`src/rtl/neuron_layer_sequencer_pkg.sv`:
```
// Shared types and widths for the time-shared neuron layer sequencer.
package neuron_layer_sequencer_pkg;

    localparam int unsigned BROJ_ULAZA_DEF   = 5;
    localparam int unsigned BROJ_NEURONA_DEF = 2;

    localparam int unsigned TEZINA_W   = 19;
    localparam int unsigned UZORAK_W   = 16;
    localparam int unsigned SUMA_W     = 22;
    localparam int unsigned ACC_W      = 24;
    localparam int unsigned IZLAZ_W    = 16;
    localparam int unsigned CFG_ADDR_W = 4;
    localparam int unsigned PROD_W     = TEZINA_W - 1;

    localparam logic [SUMA_W-1:0] SUMA_SAT = 22'h3FFFFF;

    typedef enum logic [1:0] {
        S_IDLE = 2'd0,
        S_MAC  = 2'd1,
        S_SIGM = 2'd2,
        S_DONE = 2'd3
    } state_e;

endpackage

```
`src/rtl/Sigmoid_LUT.sv`:
```
// Combinational piecewise-linear sigmoid: Q6.16 magnitude plus sign in, Q0.16 probability out.
module Sigmoid_LUT (
    input  logic [21:0] suma,
    input  logic        predznak,
    output logic [15:0] vjerojatnost
);

    logic [16:0] y;
    logic [15:0] poz;

    // Segments break at |x| = 1.0, 2.375 and 5.0; y(-x) = 1 - y(x).
    always_comb begin
        y = 17'h0FFFF;
        if (suma >= 22'h050000) begin
            y = 17'h0FFFF;
        end else if (suma >= 22'h026000) begin
            y = 17'(suma >> 5) + 17'h0D800;
        end else if (suma >= 22'h010000) begin
            y = 17'(suma >> 3) + 17'h0A000;
        end else begin
            y = 17'(suma >> 2) + 17'h08000;
        end
        poz          = y[16] ? 16'hFFFF : y[15:0];
        vjerojatnost = predznak ? 16'(17'h10000 - {1'b0, poz}) : poz;
    end

endmodule

```
`src/rtl/signed_mac_jedinica.sv`:
```
// Sign-magnitude weight x unsigned sample multiply-accumulate with abs/saturate view of the sum.
module signed_mac_jedinica
    import neuron_layer_sequencer_pkg::*;
(
    input  logic                clk,
    input  logic                rst,
    input  logic                en_i,
    input  logic                clr_i,
    input  logic [TEZINA_W-1:0] tezina_i,
    input  logic [UZORAK_W-1:0] uzorak_i,
    output logic [SUMA_W-1:0]   suma_c_o,
    output logic                predznak_c_o
);

    localparam int unsigned PUNI_W = PROD_W + UZORAK_W;

    logic [ACC_W-1:0]  acc_q, acc_d;
    logic [PUNI_W-1:0] puni;
    logic [PROD_W-1:0] mag;
    logic [ACC_W-1:0]  clan;
    logic [ACC_W-1:0]  aps;

    always_comb begin
        puni  = PUNI_W'(tezina_i[PROD_W-1:0]) * PUNI_W'(uzorak_i);
        mag   = PROD_W'(puni >> UZORAK_W);
        clan  = tezina_i[TEZINA_W-1] ? -ACC_W'(mag) : ACC_W'(mag);
        acc_d = acc_q;
        if (clr_i) begin
            acc_d = '0;
        end else if (en_i) begin
            acc_d = acc_q + clan;
        end
    end

    always_ff @(posedge clk) begin
        if (rst) begin
            acc_q <= '0;
        end else begin
            acc_q <= acc_d;
        end
    end

    // Magnitude of the accumulator, clipped to the LUT input range.
    always_comb begin
        predznak_c_o = acc_q[ACC_W-1];
        aps          = predznak_c_o ? -acc_q : acc_q;
        suma_c_o     = (|aps[ACC_W-1:SUMA_W]) ? SUMA_SAT : aps[SUMA_W-1:0];
    end

endmodule

```
`src/rtl/neuron_layer_sequencer.sv`:
```
// Sequences one shared MAC and sigmoid LUT over all neurons of a small layer.
module neuron_layer_sequencer
    import neuron_layer_sequencer_pkg::*;
#(
    parameter int unsigned BROJ_ULAZA   = BROJ_ULAZA_DEF,
    parameter int unsigned BROJ_NEURONA = BROJ_NEURONA_DEF
) (
    input  logic                             clk,
    input  logic                             rst,
    input  logic [UZORAK_W*BROJ_ULAZA-1:0]   uzorak,
    input  logic                             ulaz_valid,
    output logic                             ulaz_ready,
    input  logic                             cfg_we,
    input  logic [CFG_ADDR_W-1:0]            cfg_addr,
    input  logic [TEZINA_W-1:0]              cfg_data,
    output logic                             cfg_err,
    output logic [IZLAZ_W*BROJ_NEURONA-1:0]  izlaz,
    output logic                             izlaz_valid,
    input  logic                             izlaz_ready
);

    localparam int unsigned BROJ_TEZINA = BROJ_ULAZA * BROJ_NEURONA;
    localparam int unsigned UL_CNT_W    = (BROJ_ULAZA > 1) ? $clog2(BROJ_ULAZA) : 1;
    localparam int unsigned NE_CNT_W    = (BROJ_NEURONA > 1) ? $clog2(BROJ_NEURONA) : 1;
    localparam logic [UL_CNT_W-1:0] ZADNJI_UL = UL_CNT_W'(BROJ_ULAZA - 1);
    localparam logic [NE_CNT_W-1:0] ZADNJI_NE = NE_CNT_W'(BROJ_NEURONA - 1);

    state_e state_q, state_d;

    logic [UL_CNT_W-1:0]              ulaz_idx_q;
    logic [NE_CNT_W-1:0]              neuron_q;
    logic [UZORAK_W*BROJ_ULAZA-1:0]   uzorak_q;
    logic [TEZINA_W-1:0]              tezine_q [BROJ_TEZINA];
    logic [IZLAZ_W*BROJ_NEURONA-1:0]  izlaz_q;
    logic                             izlaz_valid_q;
    logic                             cfg_err_q;

    logic                  prihvat_c;
    logic                  upis_ok_c;
    logic                  mac_en_c;
    logic                  sigm_c;
    logic [CFG_ADDR_W-1:0] tez_idx_c;
    logic [TEZINA_W-1:0]   tezina_c;
    logic [UZORAK_W-1:0]   uzorak_sel_c;
    logic [SUMA_W-1:0]     suma_c;
    logic                  predznak_c;
    logic [IZLAZ_W-1:0]    vjerojatnost_c;

    always_ff @(posedge clk) begin
        if (rst) begin
            state_q <= S_IDLE;
        end else begin
            state_q <= state_d;
        end
    end

    always_comb begin
        state_d = state_q;
        case (state_q)
            S_IDLE:  if (ulaz_valid) state_d = S_MAC;
            S_MAC:   if (ulaz_idx_q == ZADNJI_UL) state_d = S_SIGM;
            S_SIGM:  state_d = (neuron_q == ZADNJI_NE) ? S_DONE : S_MAC;
            S_DONE:  if (izlaz_ready) state_d = S_IDLE;
            default: state_d = S_IDLE;
        endcase
    end

    always_comb begin
        prihvat_c = 1'b0;
        mac_en_c  = 1'b0;
        sigm_c    = 1'b0;
        case (state_q)
            S_IDLE:  prihvat_c = ulaz_valid && !rst;
            S_MAC:   mac_en_c  = 1'b1;
            S_SIGM:  sigm_c    = 1'b1;
            default: ;
        endcase
    end

    // Writes land only while idle, so a write on the accept edge is seen by the first MAC edge.
    always_comb begin
        upis_ok_c    = cfg_we && (state_q == S_IDLE) && (cfg_addr < CFG_ADDR_W'(BROJ_TEZINA));
        tez_idx_c    = CFG_ADDR_W'(neuron_q) * CFG_ADDR_W'(BROJ_ULAZA) + CFG_ADDR_W'(ulaz_idx_q);
        tezina_c     = tezine_q[tez_idx_c];
        uzorak_sel_c = uzorak_q[UZORAK_W*ulaz_idx_q +: UZORAK_W];
    end

    always_ff @(posedge clk) begin
        if (rst) begin
            ulaz_idx_q <= '0;
            neuron_q   <= '0;
            uzorak_q   <= '0;
        end else begin
            if (prihvat_c) begin
                uzorak_q   <= uzorak;
                ulaz_idx_q <= '0;
                neuron_q   <= '0;
            end
            if (mac_en_c) begin
                ulaz_idx_q <= (ulaz_idx_q == ZADNJI_UL) ? '0 : ulaz_idx_q + UL_CNT_W'(1);
            end
            if (sigm_c && (neuron_q != ZADNJI_NE)) begin
                neuron_q <= neuron_q + NE_CNT_W'(1);
            end
        end
    end

    always_ff @(posedge clk) begin
        if (rst) begin
            for (int i = 0; i < int'(BROJ_TEZINA); i++) begin
                tezine_q[i] <= '0;
            end
            cfg_err_q <= 1'b0;
        end else begin
            if (upis_ok_c) begin
                tezine_q[cfg_addr] <= cfg_data;
            end
            cfg_err_q <= cfg_we && !upis_ok_c;
        end
    end

    always_ff @(posedge clk) begin
        if (rst) begin
            izlaz_q       <= '0;
            izlaz_valid_q <= 1'b0;
        end else begin
            if (sigm_c) begin
                izlaz_q[IZLAZ_W*neuron_q +: IZLAZ_W] <= vjerojatnost_c;
            end
            if (sigm_c && (neuron_q == ZADNJI_NE)) begin
                izlaz_valid_q <= 1'b1;
            end else if ((state_q == S_DONE) && izlaz_ready) begin
                izlaz_valid_q <= 1'b0;
            end
        end
    end

    signed_mac_jedinica u_mac (
        .clk          (clk),
        .rst          (rst),
        .en_i         (mac_en_c),
        .clr_i        (sigm_c),
        .tezina_i     (tezina_c),
        .uzorak_i     (uzorak_sel_c),
        .suma_c_o     (suma_c),
        .predznak_c_o (predznak_c)
    );

    Sigmoid_LUT u_lut (
        .suma         (suma_c),
        .predznak     (predznak_c),
        .vjerojatnost (vjerojatnost_c)
    );

    assign ulaz_ready  = (state_q == S_IDLE) && !rst;
    assign izlaz       = izlaz_q;
    assign izlaz_valid = izlaz_valid_q;
    assign cfg_err     = cfg_err_q;

endmodule

```
`config.mk`:
```
export PLATFORM = sky130hd
export DESIGN_NAME = neuron_layer_sequencer
export DESIGN_NICKNAME = d
export VERILOG_FILES = /design/src/rtl/neuron_layer_sequencer_pkg.sv /design/src/rtl/Sigmoid_LUT.sv /design/src/rtl/signed_mac_jedinica.sv /design/src/rtl/neuron_layer_sequencer.sv
export SDC_FILE = /design/constraint.sdc
export NUM_CORES = 2
export LEC_CHECK = 0
export ABC_CLOCK_PERIOD_IN_PS = 15450
export CAP_MARGIN = 0
export CELL_PAD_IN_SITES_DETAIL_PLACEMENT = 1
export CELL_PAD_IN_SITES_GLOBAL_PLACEMENT = 1
export CORE_UTILIZATION = 45
export DETAILED_ROUTE_END_ITERATION = 8
export PLACE_DENSITY = 0.85
export RECOVER_POWER = 25
export SETUP_SLACK_MARGIN = 0.2
export SLEW_MARGIN = 20
export SYNTH_ARGS = -nofsm -noshare
export SYNTH_HDL_FRONTEND = slang
export SYNTH_HIERARCHICAL = 1
export SYNTH_SLANG_ARGS = --single-unit
```
`constraint.sdc`:
```
create_clock -name clk -period 15.45 [get_ports clk]
set_clock_uncertainty 0.05 [all_clocks]
set_input_delay 1.545 -clock clk [delete_from_list [all_inputs] [get_ports clk]]
set_output_delay 1.545 -clock clk [all_outputs]
set_load 0.05 [all_outputs]
```
==> implementation parameters <==
Parameter                              Value

Routing
  Number of search-and-repair iterations in the first detailed-routing pass ... 6
  Final routed wirelength across all metal layers ... approximately 94 mm
  Number of DRC violations after detailed routing ... 0
  Highest routing layer actually used ... met4
  Violation count after the first detailed-routing iteration ... between 1500 and 2000
  Met2 routed wirelength ... 49.3 mm
  Wire per inst ... 22.3 microns
  Routed length on met1 ... ~37 mm
  Antenna violation net count after detailed routing ... 0
  Number of vias per cell after detailed routing ... 5.67
  Met3 WL ... 4.49 mm
  Total via count after detailed routing ... 23800

Clock tree
  Worst-path clk slew ... roughly 0.070 ns
  Buffer count from post-CTS setup fixing ... 0
  TritonCTS buffer count ... 47
  CTS root buffer ... sky130_fd_sc_hd__clkbuf_16
  Max Root-Sink Buffers ... 3
  Clock tree sinks ... approximately 450
  Level count of the clock H-tree ... 2
  Worst skew pair latency ... a little over 0.6 ns
  Clock tree from TritonCTS ... yes
  CTS resizes ... 0
  Number of buffers inserted by hold repair at cts ... 0

Yosys
  Most used flip-flop cell after synthesis ... sky130_fd_sc_hd__edfxtp_1
  Ys async rst share ... 0
  Share of synthesized area spent on multiplexers ... 0.0818
  Netlist area before placement ... 31600 sq um
  Synthesized-area fraction occupied by and/or/nand/nor cells ... 0.163
  Count of warnings emitted by yosys ... 6
  Post-synthesis instance total ... 3039
  #FFs+latches synth ... 448
  Post-synth EDFFs ... between 300 and 400
  Count of unique library cells instantiated by Yosys ... 95
  Compound-gate portion of the synthesized area ... 0.0952
  Avg Inst Size Synth ... around 10 sq um
  Post-synthesis share of cell area spent on xor and xnor gates ... 0.0207
  Fraction of the yosys area taken by sequential cells ... 0.380
  Largest family of logic cells by synthesized area ... adder cells
  Fraction of the mapped netlist area in adder cells ... 0.197

Floorplan
  I/O pins ... about 140
  Die outline area ... approximately 70000 sq um
  Initial cell density of the core ... 0.458
  Die Width ... between 200 and 300 microns
  Core Footprint ... a little under 70000 sq um
  Vert. Die Dim ... about 270 microns
  Number of rows in the core area ... 96

Worst setup path
  CP max stage delay ... 1.03 ns
  Biggest fanout along the worst timing path ... 76
  Worst-path cell with the longest stage delay ... sky130_fd_sc_hd__dfxtp_1
  Critical Path Most Common Cell ... sky130_fd_sc_hd__fa_1
  Worst Path Class, Setup ... flop to flop
  Type of origin of the critical path ... flop
  Data required, critical path ... about 16 ns
  CP Data Arrival Time ... roughly 13 ns
  Crit path capture type ... flop

Placed design
  Number of buffers inserted by port buffering ... 142
  RD Place Congestion ... between 0.8 and 0.9
  Cell Area, Placed ... roughly 34000 sq um
  Estimated wirelength of the detail-placed design ... 66.3 mm

Status
  Result of the run ... complete, but fails checks
  Failing checks ... max-capacitance violations, max-slew violations

Global route
  Via count of the first global-routing pass ... 25900
  Antenna violations before repair ... 2
  Gr usage total ... 0.265
  Pin count of the biggest net entering global routing ... about 120
  Final global-route overflow total ... 0
  Wire length of the first global-routing pass ... about 150 mm

Power and ir drop
  Leakage power ... around 15 nW
  Worst supply voltage drop on vdd ... ~0.10 mV
  Total power per unit cell area ... 129 nW/um^2

Final layout
  Number of inserted filler cells in the final layout ... 7538
  Top library cells by usage in the layout, fill and taps aside ... sky130_fd_sc_hd__nand2_1 (430), sky130_fd_sc_hd__edfxtp_1 (304), sky130_fd_sc_hd__inv_1 (297), sky130_fd_sc_hd__nor2_1 (250), sky130_fd_sc_hd__fa_1 (222)
  Synth-to-Final Area Change ... 13.1%
  Net count reported at finish ... approximately 3700
  FF/Latch Area ... between 10000 and 15000 sq um
  Most common cell after layout, fill and taps aside ... sky130_fd_sc_hd__nand2_1
  Non-Filler Cell Area, Final ... around 36000 sq um
  Total area of multi-input combinational cells ... roughly 18000 sq um
  Layout cells sized above 1 ... 0.0835

STA
  Ratio of final minimum period to clock period ... 0.835
  Actual slew at the worst max-slew pin ... about 3.3 ns
  Count of endpoints failing setup in the final report ... 0
  Final hold violation count ... 0
  Slew margin rel. ... -1.20
  RSZ-0062 raised after global routing ... no
  Max Transition Viols Final ... 140
  Final Critical Period ... around 13 ns
  Accumulated negative setup slack ... 0 ns
  Maximum clock frequency ... 77.5 MHz

Job
  Maxcap violations ... 3

Min path
  Class of the most critical hold timing path ... flop to flop
cell usage after synthesis, drive strengths merged (17+ instances only):
library cell  instances  area, sq um
nand2               435         1660
a211oi               33          258
nor3                 21          105
nor2                250          938
a21o                 33          248
clkbuf               95          358
o21ai               143          719
and2                129          812
ha                  143         1790
nand4                17          106
a21oi               129          687
nor2b                29          181
inv                 298         1120
dfxtp               144         2880
edfxtp              304         9130
xnor2                34          305
buf                  73          494
xor2                 39          349
fa                  222         4440
mux2i                49          490
nand2b              103          644
mux4                 92         2070
nand3                26          135
stage by stage:
stage	power [mW]	setup slack, ns	utilization	cells	hold slack (ns)
2_1_floorplan	2.92	5.31	-	3152	0.389
3_3_place_gp	3.38	3.18	0.497	4114	0.393
3_5_place_dp	3.46	2.69	0.497	4114	0.399
4_1_cts	4.62	2.63	0.519	4199	0.404
5_1_grt	4.89	1.77	0.518	4201	0.427
6_report	4.61	2.54	0.518	4201	0.403
routing by layer:
| metal | track usage | vias to the layer above |
|---|---|---|
| met3 | 0.0274 | 232 |
| met4 | 0.104 | 0 |
| met5 | 0 | - |
| met1 | 0.322 | 12200 |
| li1 | - | 10600 |
| met2 | 0.480 | 740 |
final cells by class:
class                      count  share of cell area
antenna                        2            0.000140
clock inverter                29             0.00836
clock buffer                  56              0.0342
tap                          931              0.0326
sequential                   448               0.336
multi-input combinational   2237               0.507
timing repair buffer         199              0.0504
inverter                     299              0.0314
path summary, 6_finish.rpt:
kind / startpoint / to / slack (ns) / depth (start not counted)
min: izlaz[22] / izlaz[22] / 0.40 / 2
max reg2reg: ulaz_idx_q[2] / u_mac/acc_q[20] / 2.54 / 37
max: ulaz_idx_q[2] / u_mac/acc_q[20] / 2.54 / 37
min reg2reg: izlaz[22] / izlaz[22] / 0.40 / 2
registers in the layout, summed over array words and instances (netlist names):
name,cells
tezine_q,304
uzorak_q,80
izlaz,32
u_mac/acc_q,24
ulaz_idx_q,3
state_q,2
cfg_err,1
izlaz_valid,1
neuron_q,1
critical path, delay by kind of cell (launching register included):
kind | cells | cell delay (ns)
adder cells (fa/ha/maj) | 9 | 4.26
multiplexers | 3 | 0.66
buffers and inverters | 3 | 0.89
XOR/XNOR | 3 | 0.52
AO/OA/AOI/OAI | 10 | 3.45
AND/OR/NAND/NOR | 9 | 1.81
flip-flops | 1 | 1.03
kinds of logic after synthesis:
group                    after synthesis
XOR/XNOR                              73
other                                  1
multiplexers                         143
buffers and inverters                467
AND/OR/NAND/NOR                     1080
adder cells (fa/ha/maj)              365
flip-flops                           448
AO/OA/AOI/OAI                        462
power breakdown:
group	switching, mW	internal, mW	leakage (nW)
Clock	0.502	0.638	0.745
Combinational	1.28	0.783	9.53
Sequential	0.0561	1.35	4.33
Total	1.84	2.77	14.6
No activity file was read; power rests on OpenSTA's default activity.
